**config.mk**
```make
export PLATFORM = sky130hd
export DESIGN_NAME = instruction_fetch_unit_flat
export DESIGN_NICKNAME = d
export VERILOG_FILES = /design/src/rtl/instruction_fetch_unit_if.sv /design/src/rtl/instruction_fetch_unit.sv /design/src/flat_wrapper.sv
export SDC_FILE = /design/constraint.sdc
export NUM_CORES = 1
export LEC_CHECK = 0
export CAP_MARGIN = 10
export CORE_ASPECT_RATIO = 0.7
export CORE_MARGIN = 2
export CORE_UTILIZATION = 42
export CTS_CLUSTER_DIAMETER = 50
export DETAILED_ROUTE_END_ITERATION = 7
export PLACE_DENSITY_LB_ADDON = 0.15
export RECOVER_POWER = 25
export SETUP_SLACK_MARGIN = 0.1
export SLEW_MARGIN = 5
export SYNTH_ARGS = -nofsm -noshare
export SYNTH_HDL_FRONTEND = slang
export SYNTH_SLANG_ARGS = --single-unit
```
**constraint.sdc**
```tcl
create_clock -name clk -period 2.03 [get_ports clk]
set_clock_uncertainty 0.1 [all_clocks]
set_input_delay 0.203 -clock clk [delete_from_list [all_inputs] [get_ports clk]]
set_output_delay 0.203 -clock clk [all_outputs]
set_load 0.01 [all_outputs]
```
**src/rtl/instruction_fetch_unit_if.sv**
```systemverilog
// Purpose: bundles the instruction-memory bus, the decoder-side instruction
// handshake and the fetch control inputs of the instruction fetch unit.
// Ports (signals):
//   mem_req/mem_addr      fetch request and word address to instruction memory
//   mem_ack/mem_data      memory acknowledge and returned instruction word
//   instr/instr_valid     fetched instruction offered to the decoder
//   instr_ready           decoder accepts instr this cycle
//   jump_en/jump_addr     one-cycle redirect request and its target
//   halt                  level, blocks issuing new fetches
//   pc                    address of the next fetch
// Modports: master = fetch unit, slave = memory/decoder/control environment.
interface instruction_fetch_unit_if #(
    parameter int ADDR_W = 4,
    parameter int DATA_W = 8
);
    logic              mem_req;
    logic [ADDR_W-1:0] mem_addr;
    logic              mem_ack;
    logic [DATA_W-1:0] mem_data;
    logic [DATA_W-1:0] instr;
    logic              instr_valid;
    logic              instr_ready;
    logic              jump_en;
    logic [ADDR_W-1:0] jump_addr;
    logic              halt;
    logic [ADDR_W-1:0] pc;

    modport master (
        output mem_req, mem_addr, instr, instr_valid, pc,
        input  mem_ack, mem_data, instr_ready, jump_en, jump_addr, halt
    );

    modport slave (
        input  mem_req, mem_addr, instr, instr_valid, pc,
        output mem_ack, mem_data, instr_ready, jump_en, jump_addr, halt
    );
endinterface

```
**src/rtl/instruction_fetch_unit.sv**
```systemverilog
// Purpose: instruction fetch unit. Holds the program counter, issues word
// fetches over a req/ack handshake, and hands each returned instruction to
// the decoder over a valid/ready handshake. Supports redirect and halt.
// Ports:
//   clk    single clock, rising edge
//   reset  asynchronous, active-high
//   bus    instruction_fetch_unit_if.master (memory bus, decoder handshake,
//          jump/halt control, pc)
// All outputs come straight from flops: mem_req/instr_valid are state
// decodes, mem_addr/pc are the pc register, instr is the capture register.
module instruction_fetch_unit #(
    parameter int              ADDR_W   = 4,
    parameter int              DATA_W   = 8,
    parameter logic [ADDR_W-1:0] RESET_PC = '0
) (
    input logic                       clk,
    input logic                       reset,
    instruction_fetch_unit_if.master  bus
);

    typedef enum logic [1:0] {
        IDLE = 2'd0,
        REQ  = 2'd1,
        HOLD = 2'd2
    } state_t;

    state_t            state_q, state_d;
    logic [ADDR_W-1:0] pc_q, pc_d;
    logic [DATA_W-1:0] instr_q, instr_d;
    logic              jpend_q, jpend_d;
    logic [ADDR_W-1:0] jtgt_q, jtgt_d;

    always_ff @(posedge clk or posedge reset) begin
        if (reset) begin
            state_q <= IDLE;
            pc_q    <= RESET_PC;
            instr_q <= '0;
            jpend_q <= 1'b0;
            jtgt_q  <= '0;
        end else begin
            state_q <= state_d;
            pc_q    <= pc_d;
            instr_q <= instr_d;
            jpend_q <= jpend_d;
            jtgt_q  <= jtgt_d;
        end
    end

    always_comb begin
        state_d = state_q;
        pc_d    = pc_q;
        instr_d = instr_q;
        jpend_d = jpend_q;
        jtgt_d  = jtgt_q;

        case (state_q)
            IDLE: begin
                if (bus.jump_en) begin
                    pc_d = bus.jump_addr;
                end
                if (!bus.halt) begin
                    state_d = REQ;
                end
            end

            REQ: begin
                if (bus.mem_ack) begin
                    if (bus.jump_en) begin
                        // Redirect arriving with the ack wins: the returned
                        // word belongs to the old stream and is dropped.
                        pc_d    = bus.jump_addr;
                        jpend_d = 1'b0;
                        state_d = bus.halt ? IDLE : REQ;
                    end else if (jpend_q) begin
                        pc_d    = jtgt_q;
                        jpend_d = 1'b0;
                        state_d = bus.halt ? IDLE : REQ;
                    end else begin
                        instr_d = bus.mem_data;
                        pc_d    = pc_q + ADDR_W'(1);
                        state_d = HOLD;
                    end
                end else if (bus.jump_en) begin
                    // The outstanding request must stay stable, so the
                    // target is parked until the memory answers.
                    jtgt_d  = bus.jump_addr;
                    jpend_d = 1'b1;
                end
            end

            HOLD: begin
                if (bus.jump_en) begin
                    // Flush: the held instruction is never consumed.
                    pc_d    = bus.jump_addr;
                    state_d = bus.halt ? IDLE : REQ;
                end else if (bus.instr_ready) begin
                    state_d = bus.halt ? IDLE : REQ;
                end
            end

            default: begin
                state_d = IDLE;
            end
        endcase
    end

    assign bus.mem_req     = (state_q == REQ);
    assign bus.instr_valid = (state_q == HOLD);
    assign bus.mem_addr    = pc_q;
    assign bus.pc          = pc_q;
    assign bus.instr       = instr_q;

endmodule

```
**src/flat_wrapper.sv**
```systemverilog
// flat-port wrapper written by rule: the top's interface ports become plain ports
module instruction_fetch_unit_flat 
#(
    parameter int              ADDR_W   = 4,
    parameter int              DATA_W   = 8,
    parameter logic [ADDR_W-1:0] RESET_PC = '0
)
  (clk, reset, bus_mem_req, bus_mem_addr, bus_instr, bus_instr_valid, bus_pc, bus_mem_ack, bus_mem_data, bus_instr_ready, bus_jump_en, bus_jump_addr, bus_halt);
  instruction_fetch_unit_if #(.ADDR_W(ADDR_W), .DATA_W(DATA_W)) bus_i ();
  input logic clk;
  input logic reset;
  output wire logic [$bits(bus_i.mem_req)-1:0] bus_mem_req;
  output wire logic [$bits(bus_i.mem_addr)-1:0] bus_mem_addr;
  output wire logic [$bits(bus_i.instr)-1:0] bus_instr;
  output wire logic [$bits(bus_i.instr_valid)-1:0] bus_instr_valid;
  output wire logic [$bits(bus_i.pc)-1:0] bus_pc;
  input wire logic [$bits(bus_i.mem_ack)-1:0] bus_mem_ack;
  input wire logic [$bits(bus_i.mem_data)-1:0] bus_mem_data;
  input wire logic [$bits(bus_i.instr_ready)-1:0] bus_instr_ready;
  input wire logic [$bits(bus_i.jump_en)-1:0] bus_jump_en;
  input wire logic [$bits(bus_i.jump_addr)-1:0] bus_jump_addr;
  input wire logic [$bits(bus_i.halt)-1:0] bus_halt;
  assign bus_mem_req = bus_i.mem_req;
  assign bus_mem_addr = bus_i.mem_addr;
  assign bus_instr = bus_i.instr;
  assign bus_instr_valid = bus_i.instr_valid;
  assign bus_pc = bus_i.pc;
  assign bus_i.mem_ack = bus_mem_ack;
  assign bus_i.mem_data = bus_mem_data;
  assign bus_i.instr_ready = bus_instr_ready;
  assign bus_i.jump_en = bus_jump_en;
  assign bus_i.jump_addr = bus_jump_addr;
  assign bus_i.halt = bus_halt;
  instruction_fetch_unit #(.ADDR_W(ADDR_W), .DATA_W(DATA_W), .RESET_PC(RESET_PC)) u_core (.clk(clk), .reset(reset), .bus(bus_i));
endmodule
```
==> flow_metrics.tcl, run 1 <==
set metrics [dict create \
    tns_ns 0 \
    worst_pin_slew_ns 0.982 \
    placedCellCount 148 \
    worstSetupPathType "flop to primary output" \
    holdPathEnd "u_core.bus.mem_addr[0]" \
    switchingPower_uw 639 \
    yosysTopAreaCellShare 0.505 \
    fin_hold_ws_ns 0.382 \
    fin_crit_sh 0.908 \
    fillers 188 \
    die-area_um2 2640 \
    final_cell_mix "34 x clkdlybuf4s50_1, 18 x dfrtp_1, 12 x mux2_2" \
    cts_tree "yes" \
    syn_inst 83 \
    start_util 0.440 \
    port_buffers 35 \
    grt_max_degree 20 \
    antenna_left 0 \
    use_met2 0.237 \
    clockBufferDepth 2 \
    antenna_found_initial 0 \
    clkPwrFrac 0.108 \
    crit_chain "nor2b_1, clkdlybuf4s50_1" \
    core_um2 2140 \
    yosys_register_bits 19 \
    worstSetupPathDepth 2 \
    min_period_ns 1.84 \
    rrSetupSlack_ns 0.42 \
    num_rows 14 \
    synthDistinctLibCells 25 \
    grt.total_usage 0.166 \
    regArea_um2 477 \
    drc 0 \
    p_sw_frac 0.347 \
    max_cap_violations 0 \
    drive_gt1_frac 0.208 \
    routed_wl_um 1890 \
    crit_path_start_kind "flop" \
    antennaDiodeCount 0 \
    seq_power_share 0.397 \
    cp.arrival_ns 1.54 \
    crit_family "buffers and inverters" \
    p_comb_frac 0.495 \
    whs_path_depth 3 \
    clk_pin_slew_ns 0.11 \
    setup-violations-final 0 \
    via_per_inst 4.76 \
    path_max_fanout 4 \
    finalMaxSlewViolations 0 \
    num_vias 724 \
    use_met3 0.0687 \
    rsz0062_at_grt "false" \
    syn_area_per_cell_um2 11.3 \
    area_growth_pct 43.2 \
    layout_commonest_cell "clkdlybuf4s50_1" \
    ios 36 \
    grt-ovfl-total 0 \
    cts_hold_buf 0 \
    die_x_um 60.6 \
    p_leak_nw 0.571 \
    hp-start "bus_jump_addr[0]" \
    startpoint "u_core.state_q[1]" \
    post_cts.repair.setup_buffers 0 \
    cts-resized-gates 1 \
    hp-class "input pin to flop" \
    synth_nets 102 \
    fmax_mhz 543 \
    cp_data_required_time_ns 1.73 \
    ys_seq_area_frac 0.505 \
    post_dp_cell_area_um2 1310 \
    worstReg2RegStart "u_core.state_q[1]" \
    crit_path_max_incr_delay_ns 0.55 \
    grtUsageMet1 0.236 \
    powerDensity_nw_per_um2 1370 \
    cp-end-kind "primary output" \
    dp_hpwl_um 1460 \
    clock_tree.root_cell "clkbuf_4" \
    netlist_area_um2 941 \
    cts_buffers 3 \
    grt_busiest_layer "met2" \
    hold_viol 0 \
    post_drt_wl_per_cell_um 12.4 \
    nNetsFinal 140 \
    synth_top_area_cell "dfrtp_1" \
    clkLatencyLatePin_ns 0.30 \
    drt_pass1_iterations 4 \
    reg2reg_to "u_core.jtgt_q[2]" \
    final_cells 152 \
    yosysWarnings 0 \
    clock_sinks 19 \
    final_cell_area_um2 1350 \
    path_buf_inv 1 \
    htree_levels 1 \
    gp_congestion 0.718 \
    r2r_cells 4 \
    grt_pass1_wl_um 3160 \
    p_int_mw 1.20 \
    critPathSlowestCell "clkdlybuf4s50_1" \
    multi_input_area_um2 398 \
    grt_pass1_vias 703 \
    synth_area_leaders "dfrtp_1 51%, mux2_2 14%, a21oi_1 4.8%" \
    drt_iter0_drc 22 \
    peakVddDrop_mv 0.658 \
    maxSlewHeadroom 0.345 \
    chipHeight_um 43.6 \
    status "finished clean" \
]
[layer usage]
layer / wire length, um / part of all wire / up-vias
met4: 10 / 0.0053 / 0
met5: 0 / 0 / -
met3: 131 / 0.069 / 3
met2: 854 / 0.45 / 24
li1: - / - / 360
met1: 890 / 0.47 / 337
[power groups by stage]
| stage | combinational (mW) | clock, mW | sequential (mW) |
|---|---|---|---|
| final | 0.911 | 0.200 | 0.731 |
| after global routing | 0.993 | 0.224 | 0.767 |
| after CTS | 0.913 | 0.210 | 0.730 |
| after detailed placement | 0.903 | 0 | 0.734 |
| after global placement | 0.893 | 0 | 0.728 |
| after floorplan | 0.503 | 0 | 0.740 |
[flip-flops by register name, indices dropped and copies added (netlist names)]
| signal | cells |
|---|---|
| u_core.bus.instr | 8 |
| u_core.bus.mem_addr | 4 |
| u_core.jpend_q | 1 |
| u_core.jtgt_q | 4 |
| u_core.state_q | 2 |
[worst max-delay path by stage]
stage / slack (ns) / endpoint
after floorplan: 0.40 / u_core.bus.instr[0]
after global placement: 0.19 / u_core.bus.instr[7]
after detailed placement: 0.18 / u_core.bus.instr[6]
after CTS: 0.13 / bus_mem_req
after global routing: 0.10 / bus_mem_req
final: 0.19 / bus_instr_valid
[synth_stat cells]
cell type	number
dfrtp_1	19
mux2_2	12
a21oi_1	9
nor2_1	7
inv_1	5
buf_4	4
o21ai_0	4
nand2_1	3
buf_6	2
nor2b_1	2
o22a_1	2
a211oi_1	1
a22o_2	1
a22oi_1	1
a311oi_1	1
clkbuf_1	1
ha_1	1
mux2i_1	1
nand2b_1	1
nand3_1	1
nor3b_1	1
nor4b_4	1
or2_2	1
xnor2_1	1
xor2_1	1
[area by class of cell]
class | instances | area share
clock buffers | 3 | 0.0167
clock inverters | 1 | 0.00557
inverters | 5 | 0.0139
multi-input cells | 52 | 0.295
flip-flops and latches | 19 | 0.354
well taps | 32 | 0.0297
repair buffers | 40 | 0.285
[cells by family (layout without fill, tap and decap cells)]
kind of cell	after synthesis	after routing	synth area share
AND/OR/NAND/NOR	17	17	0.105
adder cells (fa/ha/maj)	1	1	0.0133
multiplexers	13	13	0.154
buffers and inverters	12	49	0.0798
flip-flops	19	19	0.505
AO/OA/AOI/OAI	19	19	0.124
XOR/XNOR	2	2	0.0186
[metrics by stage]
stage | worst slack [ns] | power, mW | util
after CTS | 0.126 | 1.85 | 0.629
after floorplan | 0.396 | 1.24 | -
final | 0.187 | 1.84 | 0.631
after detailed placement | 0.180 | 1.64 | 0.614
after global placement | 0.193 | 1.62 | 0.614
after global routing | 0.105 | 1.98 | 0.631
[worst register-to-register path, stage by stage, from the launching register on]
cell and delay (ns):
dfrtp_1 0.48, nor2b_4 0.20, nand2_1 0.07, nor2_1 0.29, mux2_2 0.38
(Power assumes the default switching activity.)
==> run 2, diff against run 1 <==
- SETUP_SLACK_MARGIN: 0.1 -> 0.2
==> run 2 against run 1 <==
Net effect:
- first-iteration DRC count shrank 9.1%
- maximum frequency rose by 5.3%
- sequential cell count stayed put
- final area grew 1.4%
- total power grew 0.72%
- non-clock buffer count is 2 higher
- largest cell class unchanged
- setup slack improved by 0.094 ns
- critical path type unchanged
- die area stayed put
- global-route usage unchanged
- via count is 0.41% higher
- count of clock-buffer cells in the layout is the same
- final cell count is 1.3% higher
==> flow_metrics.tcl, run 2 (synthesis results as in run 1) <==
set metrics [dict create \
    status "finished clean" \
    rrSetupSlack_ns 0.35 \
    p_leak_nw 0.589 \
    chipHeight_um 43.6 \
    start_util 0.440 \
    crit_path_max_incr_delay_ns 0.55 \
    cts_buffers 3 \
    antennaDiodeCount 0 \
    htree_levels 1 \
    worstSetupPathType "flop to primary output" \
    startpoint "u_core.state_q[0]" \
    grt_max_degree 20 \
    port_buffers 35 \
    antenna_left 0 \
    grt_pass1_wl_um 3160 \
    area_growth_pct 45.2 \
    powerDensity_nw_per_um2 1360 \
    dp_hpwl_um 1460 \
    setup-violations-final 0 \
    clkLatencyLatePin_ns 0.31 \
    peakVddDrop_mv 0.668 \
    grt_pass1_vias 703 \
    worstReg2RegStart "u_core.state_q[1]" \
    reg2reg_to "u_core.jtgt_q[2]" \
    routed_wl_um 1930 \
    pre_cts_slack_ns 0.180 \
    layout_commonest_cell "clkdlybuf4s50_1" \
    critPathSlowestCell "clkdlybuf4s50_1" \
    num_vias 727 \
    fmax_mhz 572 \
    cp.arrival_ns 1.45 \
    drive_gt1_frac 0.230 \
    die_x_um 60.6 \
    grt.total_usage 0.166 \
    drc 0 \
    crit_chain "nor2b_1, clkdlybuf4s50_1" \
    cts_tree "yes" \
    hold_viol 0 \
    clock_sinks 19 \
    die-area_um2 2640 \
    min_period_ns 1.75 \
    via_per_inst 4.72 \
    p_total_mw 1.85 \
    finalMaxSlewViolations 0 \
    maxSlewHeadroom 0.343 \
    post_drt_wl_per_cell_um 12.5 \
    fin_crit_sh 0.862 \
    final_cell_mix "33 x clkdlybuf4s50_1, 17 x dfrtp_1, 12 x mux2_2" \
    clock_tree.root_cell "clkbuf_4" \
    crit_path_start_kind "flop" \
    antenna_found_initial 0 \
    hp-class "input pin to flop" \
    cts_hold_buf 0 \
    timing.critical_path.to "bus_instr_valid" \
    fin_ws_ns 0.281 \
    clockBufferDepth 2 \
    max_cap_violations 0 \
    drt_pass1_iterations 4 \
    gp_congestion 0.718 \
    clk_pin_slew_ns 0.11 \
    tns_ns 0 \
    ios 36 \
    num_rows 14 \
    r2r_cells 5 \
    cp-end-kind "primary output" \
    grt-ovfl-total 0 \
    core_um2 2140 \
    largest_reg_flops 8 \
    nNetsFinal 142 \
    drt_iter0_drc 20 \
    path_max_fanout 5 \
    worst_pin_slew_ns 0.986 \
    cp_data_required_time_ns 1.73 \
    rsz0062_at_grt "false" \
    fillers 185 \
]
[run 2: cell types whose count changed in the layout (fill, tap and decap cells not counted), sizes merged]
cell / delta
dlymetal6s2s: +1
buf: +2
clkdlybuf4s50: -1
[run 2: worst min path at each step]
| stage | startpoint | endpoint | slack, ns | depth (start not counted) |
|---|---|---|---|---|
| after detailed placement | u_core.bus.instr[4] | u_core.bus.instr[4] | 0.40 | 1 |
| final | bus_jump_addr[0] | u_core.bus.mem_addr[0] | 0.38 | 3 |
| after global placement | u_core.jtgt_q[0] | u_core.jtgt_q[0] | 0.39 | 1 |
| after global routing | bus_mem_data[4] | u_core.bus.instr[4] | 0.39 | 2 |
| after floorplan | reset | u_core.bus.instr[0] | 0.05 | 1 |
| after CTS | reset | u_core.bus.instr[1] | 0.1 | 3 |
[run 2: layer usage]
metal,up-vias,GRT usage,part of all wire
met2,24,0.237,0.45
met3,3,0.0687,0.070
met4,0,0.0391,0.0052
li1,362,-,-
met5,-,0,0
met1,338,0.236,0.47
[run 2: stage by stage]
stage                     cell area [um^2]  hold WS [ns]  instances   util
after floorplan                        941        0.0541         83      -
after global placement                1310         0.391        148  0.614
after detailed placement              1310         0.395        148  0.614
after CTS                             1350        0.0999        152  0.632
after global routing                  1370         0.393        154  0.639
final                                 1370         0.381        154  0.639
[run 2: worst max-delay path, delay by kind of cell, from the launching register on]
kind / cells / cell delay, ns
buf+inv: 1 / 0.55
flops: 1 / 0.45
simple gates: 1 / 0.14
[run 2: final cells by class]
type                            instances  area (um^2)  share of cell area
Sequential cell                        19          478               0.350
Timing Repair Buffer                   42          402               0.294
Multi-Input combinational cell         52          398               0.291
Tap cell                               32         40.0              0.0293
Clock buffer                            3         22.5              0.0165
Inverter                                5         18.8              0.0137
Clock inverter                          1         7.51             0.00549
[run 2: repair_timing]
action / in CTS / in global routing
setup endpoints to repair: 1 / 2
pin swaps: 0 / 0
buffers inserted: 0 / 2
resized for setup: 3 / 2
[run 2: report_power, final]
part / switching [mW] / internal (mW) / leakage (nW) / total, mW
sequential: 0.167 / 0.561 / 0.223 / 0.728
combinational: 0.351 / 0.572 / 0.352 / 0.923
clock: 0.128 / 0.0752 / 0.0139 / 0.203
